File: src/rtl/mem_access_unit.sv
// mem_access_unit: M-stage load/store bus sequencer with watchdog and W-stage pipeline registers.
module mem_access_unit #(
  parameter int WATCHDOG = 1023
) (
  input  logic        clk,
  input  logic        reset,
  input  logic        MemReadM,
  input  logic        MemWriteM,
  input  logic        ByteOrWordM,
  input  logic        HalfwordM,
  input  logic [31:0] ALUResultM,
  input  logic [31:0] WriteDataM,
  output logic        MemReq,
  output logic        MemWe,
  output logic [31:0] MemAddr,
  output logic [3:0]  MemBE,
  output logic [31:0] MemWData,
  input  logic        MemAck,
  input  logic [31:0] MemRData,
  output logic        StallLSU,
  output logic [31:0] ReadDataRawW,
  output logic [1:0]  ByteOffsetW,
  output logic        HalfwordOffsetW,
  output logic        ByteOrWordW,
  output logic        HalfwordW,
  output logic        LoadValidW,
  output logic        BusErrorW
);
  localparam int CW = $clog2(WATCHDOG + 2);
  typedef enum logic [1:0] {IDLE, REQ, DONE} state_t;
  state_t state, state_nx;
  logic [CW-1:0] cnt;
  logic [31:0] hold, wdata;
  logic [3:0] be;
  logic err, access, load, timeout, done;
  always_comb begin
    access = MemReadM | MemWriteM;
    load = MemReadM & ~MemWriteM;
    done = state == DONE;
    StallLSU = access & ~done;
    timeout = cnt == CW'(WATCHDOG);
    be = !MemWriteM ? 4'b1111 :
         HalfwordM ? (ALUResultM[1] ? 4'b1100 : 4'b0011) :
         ByteOrWordM ? 4'b0001 << ALUResultM[1:0] : 4'b1111;
    wdata = HalfwordM ? {2{WriteDataM[15:0]}} :
            ByteOrWordM ? {4{WriteDataM[7:0]}} : WriteDataM;
    state_nx = state == IDLE ? (access ? REQ : IDLE) :
               state == REQ ? ((MemAck | timeout) ? DONE : REQ) : IDLE;
  end
  always_ff @(posedge clk) begin
    if (reset) begin
      state <= IDLE;
      cnt <= '0;
      hold <= '0;
      err <= 1'b0;
      MemReq <= 1'b0;
      MemWe <= 1'b0;
      MemAddr <= '0;
      MemBE <= '0;
      MemWData <= '0;
      ReadDataRawW <= '0;
      ByteOffsetW <= '0;
      HalfwordOffsetW <= 1'b0;
      ByteOrWordW <= 1'b0;
      HalfwordW <= 1'b0;
      LoadValidW <= 1'b0;
      BusErrorW <= 1'b0;
    end else begin
      state <= state_nx;
      if (state == IDLE && access) begin
        MemReq <= 1'b1;
        MemWe <= MemWriteM;
        MemAddr <= {ALUResultM[31:2], 2'b00};
        MemBE <= be;
        MemWData <= wdata;
        cnt <= '0;
      end
      if (state == REQ) begin
        if (MemAck) begin
          hold <= MemRData;
          err <= 1'b0;
          MemReq <= 1'b0;
        end else if (timeout) begin
          hold <= '0;
          err <= 1'b1;
          MemReq <= 1'b0;
        end else cnt <= cnt + 1'b1;
      end
      if (!StallLSU) begin
        ReadDataRawW <= (done & load) ? hold : '0;
        LoadValidW <= done & load;
        BusErrorW <= done & err;
        ByteOffsetW <= access ? ALUResultM[1:0] : 2'b00;
        HalfwordOffsetW <= access & ALUResultM[1];
        ByteOrWordW <= ByteOrWordM;
        HalfwordW <= HalfwordM;
      end
    end
  end
endmodule

File: config.mk
export PLATFORM = sky130hd
export DESIGN_NAME = mem_access_unit
export DESIGN_NICKNAME = d
export VERILOG_FILES = /design/src/rtl/mem_access_unit.sv
export SDC_FILE = /design/constraint.sdc
export NUM_CORES = 1
export LEC_CHECK = 0
export ABC_AREA = 1
export BUFFER_PORTS_ARGS = -buffer_cell sky130_fd_sc_hd__buf_2
export CAP_MARGIN = 0
export CORE_ASPECT_RATIO = 0.8
export CORE_MARGIN = 4
export CORE_UTILIZATION = 55
export CTS_BUF_LIST = sky130_fd_sc_hd__clkbuf_2 sky130_fd_sc_hd__clkbuf_4 sky130_fd_sc_hd__clkbuf_8
export CTS_CLUSTER_DIAMETER = 100
export DETAILED_ROUTE_END_ITERATION = 12
export PLACE_DENSITY = 0.95
export SLEW_MARGIN = 25
export SYNTH_ARGS = -nofsm -noshare
export SYNTH_HDL_FRONTEND = slang
export SYNTH_SLANG_ARGS = --single-unit
File: constraint.sdc
create_clock -name clk -period 3 [get_ports clk]
set_input_delay 0.3 -clock clk [delete_from_list [all_inputs] [get_ports clk]]
set_output_delay 0.3 -clock clk [all_outputs]
set_load 0.02 [all_outputs]
* After elaboration in Yosys (flattened, before gate mapping)
Cells that the tools add are included.
** Operators by class
- Add/subtract/negate cells :: 1
- Equality and inequality tests :: 3
- Shift-type cells :: 1
- Multiplexer cells :: 24
- Bitwise logic cells :: 9
- Reductions and logical operators :: 4
** Operators with widths (count)
- 2-to-1 mux 32 bit :: 5
- 2-to-1 mux 11 bit :: 4
- 2-to-1 mux 4 bit :: 4
- adder 11 x 1 -> 11 bit, second input constant :: 1
- equality test 11 x 10 -> 1 bit, second input constant :: 1
- 2-to-1 mux 2 bit :: 4
- 2-to-1 mux 1 bit :: 7
- AND 1 bit :: 5
- << shifter 1 x 2 -> 4 bit, first input constant :: 1
- equality test 2 x 1 -> 1 bit, second input constant :: 1
- equality test 2 bit, second input constant :: 1
- zero test 2 bit :: 1
- inverter 1 bit :: 2
- bitwise OR 1 bit :: 2
- AND reduction 2 bit :: 1
- nonzero test 2 bit :: 1
- logical AND 1 bit :: 1
** Storage, ports and cells
- Bits in registers :: 153
- Input port bits :: 103
- Output and inout bits :: 110
- Logic and storage cells :: 58

* Depth between registers and ports, before layout
Gate-level depths: netlist of the first run.
- Depth in word-level cells :: 6
- Mapped depth :: 10
- Mapped depth without buffers :: 9

* Worst setup path before layout of the first run
No wires, ideal clock.
- Path type :: reg2reg
- Start :: register cnt[0]
- End :: register hold[10]
- Setup time :: 0.112 ns
- Arrival :: 1.311 ns
- Data required time :: 2.888 ns
- Setup slack :: 1.577 ns
- Cell stages (with the launch flop) :: 11
- Path buffers :: 2
- Period minus slack after synthesis :: 1.423 ns
- Cells stage by stage :: dfxtp_1 ha_1 nand2_1 nor2_2 nand3_2 nand2_1 nand2_2 buf_6 buf_6 nand3_2 nand2_1
** On the way
- Longest elaborated chain between the ends :: 3
** RTL lines
- start, declared :: RTL line 32 : logic [CW-1:0] cnt;
- start signal, assigned :: RTL line 87 : end else cnt <= cnt + 1'b1;
- equality test 11 x 10 -> 1 bit :: RTL line 41 : timeout = cnt == CW'(WATCHDOG);
- nonzero test 2 bit (no source line)
- AND reduction 2 bit (no source line)
- end signal, assigned :: RTL line 80 : hold <= MemRData;
- end, declared :: RTL line 33 : logic [31:0] hold, wdata;
Every way passes these cells.
A chain may end at the register's enable or synchronous reset.

* Final worst setup path of the first run
- Start :: register state[1]
- End :: output StallLSU
** On the way
- Longest elaborated chain between the ends :: 3
** RTL lines
- start, declared :: RTL line 31 : state_t state, state_nx;
- start signal, assigned :: RTL line 69 : state <= state_nx;
- equality test 2 bit :: RTL line 39 : done = state == DONE;
- inverter 1 bit :: RTL line 40 : StallLSU = access & ~done;
- AND 1 bit :: RTL line 40
- end, declared :: RTL line 20 : output logic StallLSU,
Every way passes these cells.

==> reports/metrics.yaml, run 1 <==
run_status: "completed"
multi_input_comb_area_um2: 2440
tritoncts_clock_tree: "yes"
core.rowCount: 33
cts_hold_buf: 0
ys_ff_latch: 152
timing.max_slew.rel_slack: 0.448
insertion_delay_ps: 430
finalSetupViolations: 0
synth_cell_types: 32
cts-buffers-inserted: 17
drt_pass_1_iters: 5
cts.sink_count: 152
clock_pin_slew_on_the_worst_setup_and_hold_paths_ps: 80
post_route_cells_drive_above_1_share: 0.298
peak_fanout_along_the_critical_path: 23
grt_antenna_before_repair: 0
p_leak_uw: 0.00330
maxCapViolations: 0
tightestPinTransition_ps: 822
post_cts_buffers: 0
detail_route.wl_per_cell_um: 14.1
post_synthesis_instance_area_um2: 5910
maximum_number_of_pins_on_one_net_before_global_route_repair: 60
postSynthCellCount: 748
timing.fmax_ghz: 0.474
antenna-diode-count: 0
yosysTopAreaCell: "dfxtp_1"
final_core_utilization: 0.708
finalHoldViolCount: 0
fp.coreArea_um2: 10400
irDropWorstVdd_v: 0.000356
netsw_uw: 1260
cp-startpoint: "state[1]"
drc: 0
fin_nets: 1038
top_level_ports: 213
routed-via-count: 5665
worst_hold_startpoint: "MemRData[2]"
worst_hold_end: "hold[2]"
ys_seq_area_frac: 0.515
r2r_slack_ps: 980
rr_startpoint: "cnt[0]"
postRouteAntennaNets: 0
worst_setup_path_start_kind: "flop"
grt_pass1_wl_um: 24600
path_class: "reg -> out"
clk_root_buffer_cell: "clkbuf_8"
die_area_um2: 12500
crit_path_end_kind: "output pin"
required_ps: 2700
clock_power_share: 0.354
min_delay_path_depth: 3
detailed_place_hpwl_um: 10700
p_comb_frac: 0.152
first_global_vias: 5325
cell_internal_pwr_uw: 3220
synth.area.top_cells: "dfxtp_1 (51%), o21ai_0 (9.2%), nand2_1 (8.1%), nor2_1 (6.5%), nand3_1 (3.5%)"
postSynth.topFlopCell: "dfxtp_1"
min-delay-path-class: "in -> reg"
global_route_total_usage_across_every_layer: 0.245
post_cts.resized_instances: 0
via_per_inst: 5.21
globalplace.congestion: 0.868
fillers: 826
clock_tree.htree_level_count: 4
drc_marker_count_from_the_first_detailed_route_iteration: 406
register_area_um2: 3040
initial_utilization: 0.570
synth_common_cells: "dfxtp_1 (152), nand2_1 (128), o21ai_0 (109), nor2_1 (102), nand3_1 (41)"
clk_skew_ps: 13.9
count_of_port_buffers_added_during_placement: 210
timing.reg2reg.worst_path_depth: 8
syn_to_layout_area_delta_pct: 24.1
synth-edff-count: 0
netSwitchingFraction: 0.282
post_synth.cell_area_avg_um2: 7.90
p_seq_frac: 0.494
regToRegEndpoint: "hold[20]"
final.setup.tns_ps: 0
min_period_ps: 2110
cts_buffer_depth: 2
synth_warnings: 0
grt_setup_unrepaired: "no"
ys_async_sr_fraction: 0
final_min_period_over_clock_period: 0.703
count_leader_synth: "dfxtp_1"
drt_wl_total_um: 15300
die_width_um: 124
grt-ovfl-total: 0
critical_path_arrival_ps: 1810
fp.dieH_um: 101
power_density_nw_per_um2: 611
finalMaxSlewViolations: 0
worst_hold_slack_ps: 61.2
netlist.area_leader.share: 0.515
==> registers in the layout, indices dropped and copies added (netlist names), 2 cells and up <==
signal,flops
ByteOffsetW,2
MemAddr,30
MemBE,4
MemWData,32
ReadDataRawW,32
cnt,11
hold,32
state,2
==> through the flow <==
stage | total power (µW) | instances | instance area (µm²) | setup WS (ps)
final | 4480 | 1087 | 7340 | 892
after CTS | 4510 | 1087 | 7340 | 880
after floorplan | 2700 | 749 | 5920 | 1580
after global routing | 4690 | 1087 | 7340 | 731
after detailed placement | 2940 | 1055 | 6920 | 1050
after global placement | 2920 | 1055 | 6920 | 1120
==> worst max-delay path, cell delays in order (launching register included) <==
cell	delay (ps)
dfxtp_1	580
nand2_1	160
nand2_1	190
inv_2	220
buf_2	230
==> placed cells by master (no fill, tap or decap) <==
| master | instances |
|---|---|
| inv_2 | 6 |
| buf_12 | 1 |
| nor2_4 | 2 |
| conb_1 | 2 |
| or2_2 | 3 |
| dfxtp_1 | 152 |
| clkbuf_8 | 21 |
| clkinvlp_4 | 5 |
| o211ai_1 | 1 |
| nor3_1 | 1 |
| o21ai_1 | 15 |
| a21oi_1 | 37 |
| inv_1 | 30 |
| nor4_4 | 1 |
| buf_4 | 7 |
| nor2_1 | 102 |
| a21o_1 | 1 |
| nand2_1 | 128 |
| ha_1 | 1 |
| nand3_1 | 41 |
| o21bai_1 | 1 |
| nand2_2 | 4 |
| o21ai_0 | 109 |
| clkinv_4 | 1 |
| or2_0 | 10 |
| a22oi_1 | 8 |
| a31oi_1 | 22 |
| nand4_1 | 2 |
| or2_1 | 2 |
| nor2_2 | 3 |
| bufinv_16 | 2 |
| nand4_2 | 1 |
| buf_2 | 210 |
| clkbuf_4 | 2 |
| clkinv_2 | 1 |
| nand3_2 | 11 |
| inv_6 | 1 |
==> cell type report <==
type	count	share of cell area
repair buffers	218	0.153
clock buffers	23	0.0414
well taps	140	0.0239
inverters	37	0.0191
clock inverters	9	0.0157
flip-flops and latches	152	0.415
multi-input cells	508	0.332
==> power groups by stage <==
stage,Clock [µW],Combinational (µW),Sequential [µW]
3_5_place_dp,0,679,2260
5_1_grt,1710,750,2230
4_1_cts,1620,681,2210
3_3_place_gp,0,664,2250
6_report,1590,681,2210
2_1_floorplan,0,318,2380
==> worst max-delay path by stage <==
stage,endpoint,slack [ps]
finish,StallLSU,890
global route,StallLSU,730
CTS,StallLSU,880
detailed placement,hold[14],1050
global placement,ReadDataRawW[17],1120
floorplan,hold[10],1580
==> routing by layer <==
metal,up-vias,global-route usage,wire length [µm]
met1,2556,0.314,6600
met4,0,0.0875,250
li1,2837,-,-
met5,-,0,0
met2,248,0.400,7210
met3,24,0.0634,1280
==> kinds of logic (layout without fill, tap and decap cells) <==
kind of cell | Yosys count | after routing | share of synthesized area
AND/OR/NAND/NOR | 311 | 311 | 0.235
AO/OA/AOI/OAI | 194 | 194 | 0.174
flip-flops | 152 | 152 | 0.515
buffers and inverters | 89 | 287 | 0.0739
adder cells (fa/ha/maj) | 1 | 1 | 0.00212
other | 1 | 2 | 0.000634
(Power assumes the default switching activity.)
==> inputs of run 2 (changes only) <==
CORE_UTILIZATION = 51   (was 55)
PLACE_DENSITY = 0.92   (was 0.95)
clock period = 2.1 ns   (was 3 ns; I/O delays follow)
==> reports/metrics.yaml, run 2 (synthesized netlist as in run 1, its figures left out) <==
run_status: "completed"
die_area_um2: 13400  # +7.3%
timing.critical_path.max_delay_family: "flip-flops"
first_global_vias: 5425  # +1.9%
final.setup.tns_ps: 0  # unchanged
post_cts_buffers: 0  # unchanged
clock_pin_slew_on_the_worst_setup_and_hold_paths_ps: 90  # about the same
min_delay_path_depth: 3  # unchanged
drt_pass_1_iters: 6  # +1
drc: 0  # unchanged
maxCapViolations: 0  # unchanged
fin_nets: 1072  # +3.3%
power_density_nw_per_um2: 829  # +36%
cts.sink_count: 152  # unchanged
cp_slowest_cell: "dfxtp_1"
grt-ovfl-total: 0  # unchanged
finalHoldViolCount: 0  # unchanged
top_level_ports: 213  # unchanged
critical_path_arrival_ps: 1710  # -100 ps
routed-via-count: 5866  # +3.5%
critical-path-max-stage-delay_ps: 560  # -20 ps
drc_marker_count_from_the_first_detailed_route_iteration: 456  # +12%
final_min_period_over_clock_period: 0.915
p_leak_uw: 0.00343  # +3.9%
largest_registers: "MemWData (32), ReadDataRawW (32), hold (32)"
path_class: "reg -> out"
grt_antenna_before_repair: 0  # unchanged
clock_tree.htree_level_count: 4  # unchanged
layout_common_cells: "buf_2 (210), dfxtp_1 (152), nand2_1 (128)"
count_of_port_buffers_added_during_placement: 210  # unchanged
final-instance-count-excl-fill: 1125  # +3.5%
clk_root_buffer_cell: "clkbuf_8"
tightestPinTransition_ps: 653  # -169 ps
drt_wl_total_um: 16400  # +7.1%
insertion_delay_ps: 440  # about the same
maximum_number_of_pins_on_one_net_before_global_route_repair: 85  # +42%
global_route_total_usage_across_every_layer: 0.241  # -0.00423
grt_pass1_wl_um: 26500  # +7.7%
cts_hold_buf: 31  # +31
timing.max_slew.rel_slack: 0.565  # +0.116
clk_skew_ps: 17.1  # +3.19 ps
die_width_um: 128  # +3.6%
cts-buffers-inserted: 17  # unchanged
postRouteAntennaNets: 0  # unchanged
peak_fanout_along_the_critical_path: 15  # -35%
layout.cell_area.non_filler_um2: 7640  # +4.1%
detail_route.wl_per_cell_um: 14.6  # +3.4%
detailed_place_hpwl_um: 10700  # -0.28%
layout_commonest_cell: "buf_2"
grt_setup_unrepaired: "no"
timing.fmax_ghz: 0.520
cell_area_placed_um2: 6950  # +0.40%
r2r_slack_ps: 510  # -470 ps
finalSetupViolations: 0  # unchanged
place_inst: 1062  # +0.66%
fp.coreArea_um2: 11100  # +7.1%
globalplace.congestion: 0.859  # -1.1%
finalMaxSlewViolations: 0  # unchanged
core.rowCount: 34  # +3.0%
syn_to_layout_area_delta_pct: 29.2
initial_utilization: 0.532  # -0.0380
worst_path_most_repeated_cell: "nand2_1"
via_per_inst: 5.21  # about the same
irDropWorstVdd_v: 0.000488  # +37%
post_route_cells_drive_above_1_share: 0.291  # -0.00726
cts_buffer_depth: 2  # unchanged
crit_path_cell_trace: "nand2_1 -> nand2_1 -> inv_2 -> buf_2"
p_total_uw: 6340  # +41%
timing.reg2reg.worst_path_depth: 6  # -2
min-delay-path-class: "in -> reg"
tritoncts_clock_tree: "yes"
worst-path-buf-inv: 2  # unchanged
post_cts.resized_instances: 0  # unchanged
fp.dieH_um: 104  # +3.5%
crit_cells: 4  # unchanged
crit_path_end_kind: "output pin"
required_ps: 1890  # -810 ps
worst_setup_path_start_kind: "flop"
antenna-diode-count: 0  # unchanged
min_period_ps: 1920
## run 2: cell type report
| type | instances | area (µm²) |
|---|---|---|
| fillers | 935 | 3460 |
| flip-flops and latches | 152 | 3040 |
| multi-input cells | 508 | 2440 |
| repair buffers | 252 | 1460 |
| clock buffers | 18 | 248 |
| well taps | 144 | 180 |
| inverters | 37 | 140 |
| clock inverters | 14 | 138 |
## run 2: final timing paths
kind,start,end
setup / recovery,state[1],StallLSU
hold / removal,WriteDataM[18],MemWData[18]
setup reg to reg,state[1],MemWData[19]
hold reg to reg,hold[15],hold[15]
## run 2: worst reg2reg max path: stages (launching register included)
cell and delay (ps):
dfxtp_1 430, inv_1 120, nand3_2 90, inv_2 170, buf_12 320, o21ai_0 150
a31oi_1 220
## run 2: where the power goes
part           switching (µW)  leakage (µW)  internal (µW)  total, µW
Combinational             667       0.00200            362       1030
Sequential               93.4       0.00125           3070       3160
Clock                    1150      0.000185            995       2150
## run 2: stage by stage
| stage | utilization | setup slack [ps] | hold WS [ps] |
|---|---|---|---|
| finish | 0.688 | 179 | 33.7 |
| global route | 0.688 | 45.6 | 3.87 |
| CTS | 0.688 | 157 | 4.89 |
| detailed placement | 0.626 | 529 | 412 |
| global placement | 0.626 | 584 | 409 |
| floorplan | - | 677 | 320 |
## run 2: routing by layer
layer / GRT usage / share of wire / wire length [µm]
met1: 0.299 / 0.41 / 6660
met2: 0.396 / 0.48 / 7930
met5: 0 / 0 / 0
met3: 0.0785 / 0.093 / 1530
met4: 0.0735 / 0.018 / 291
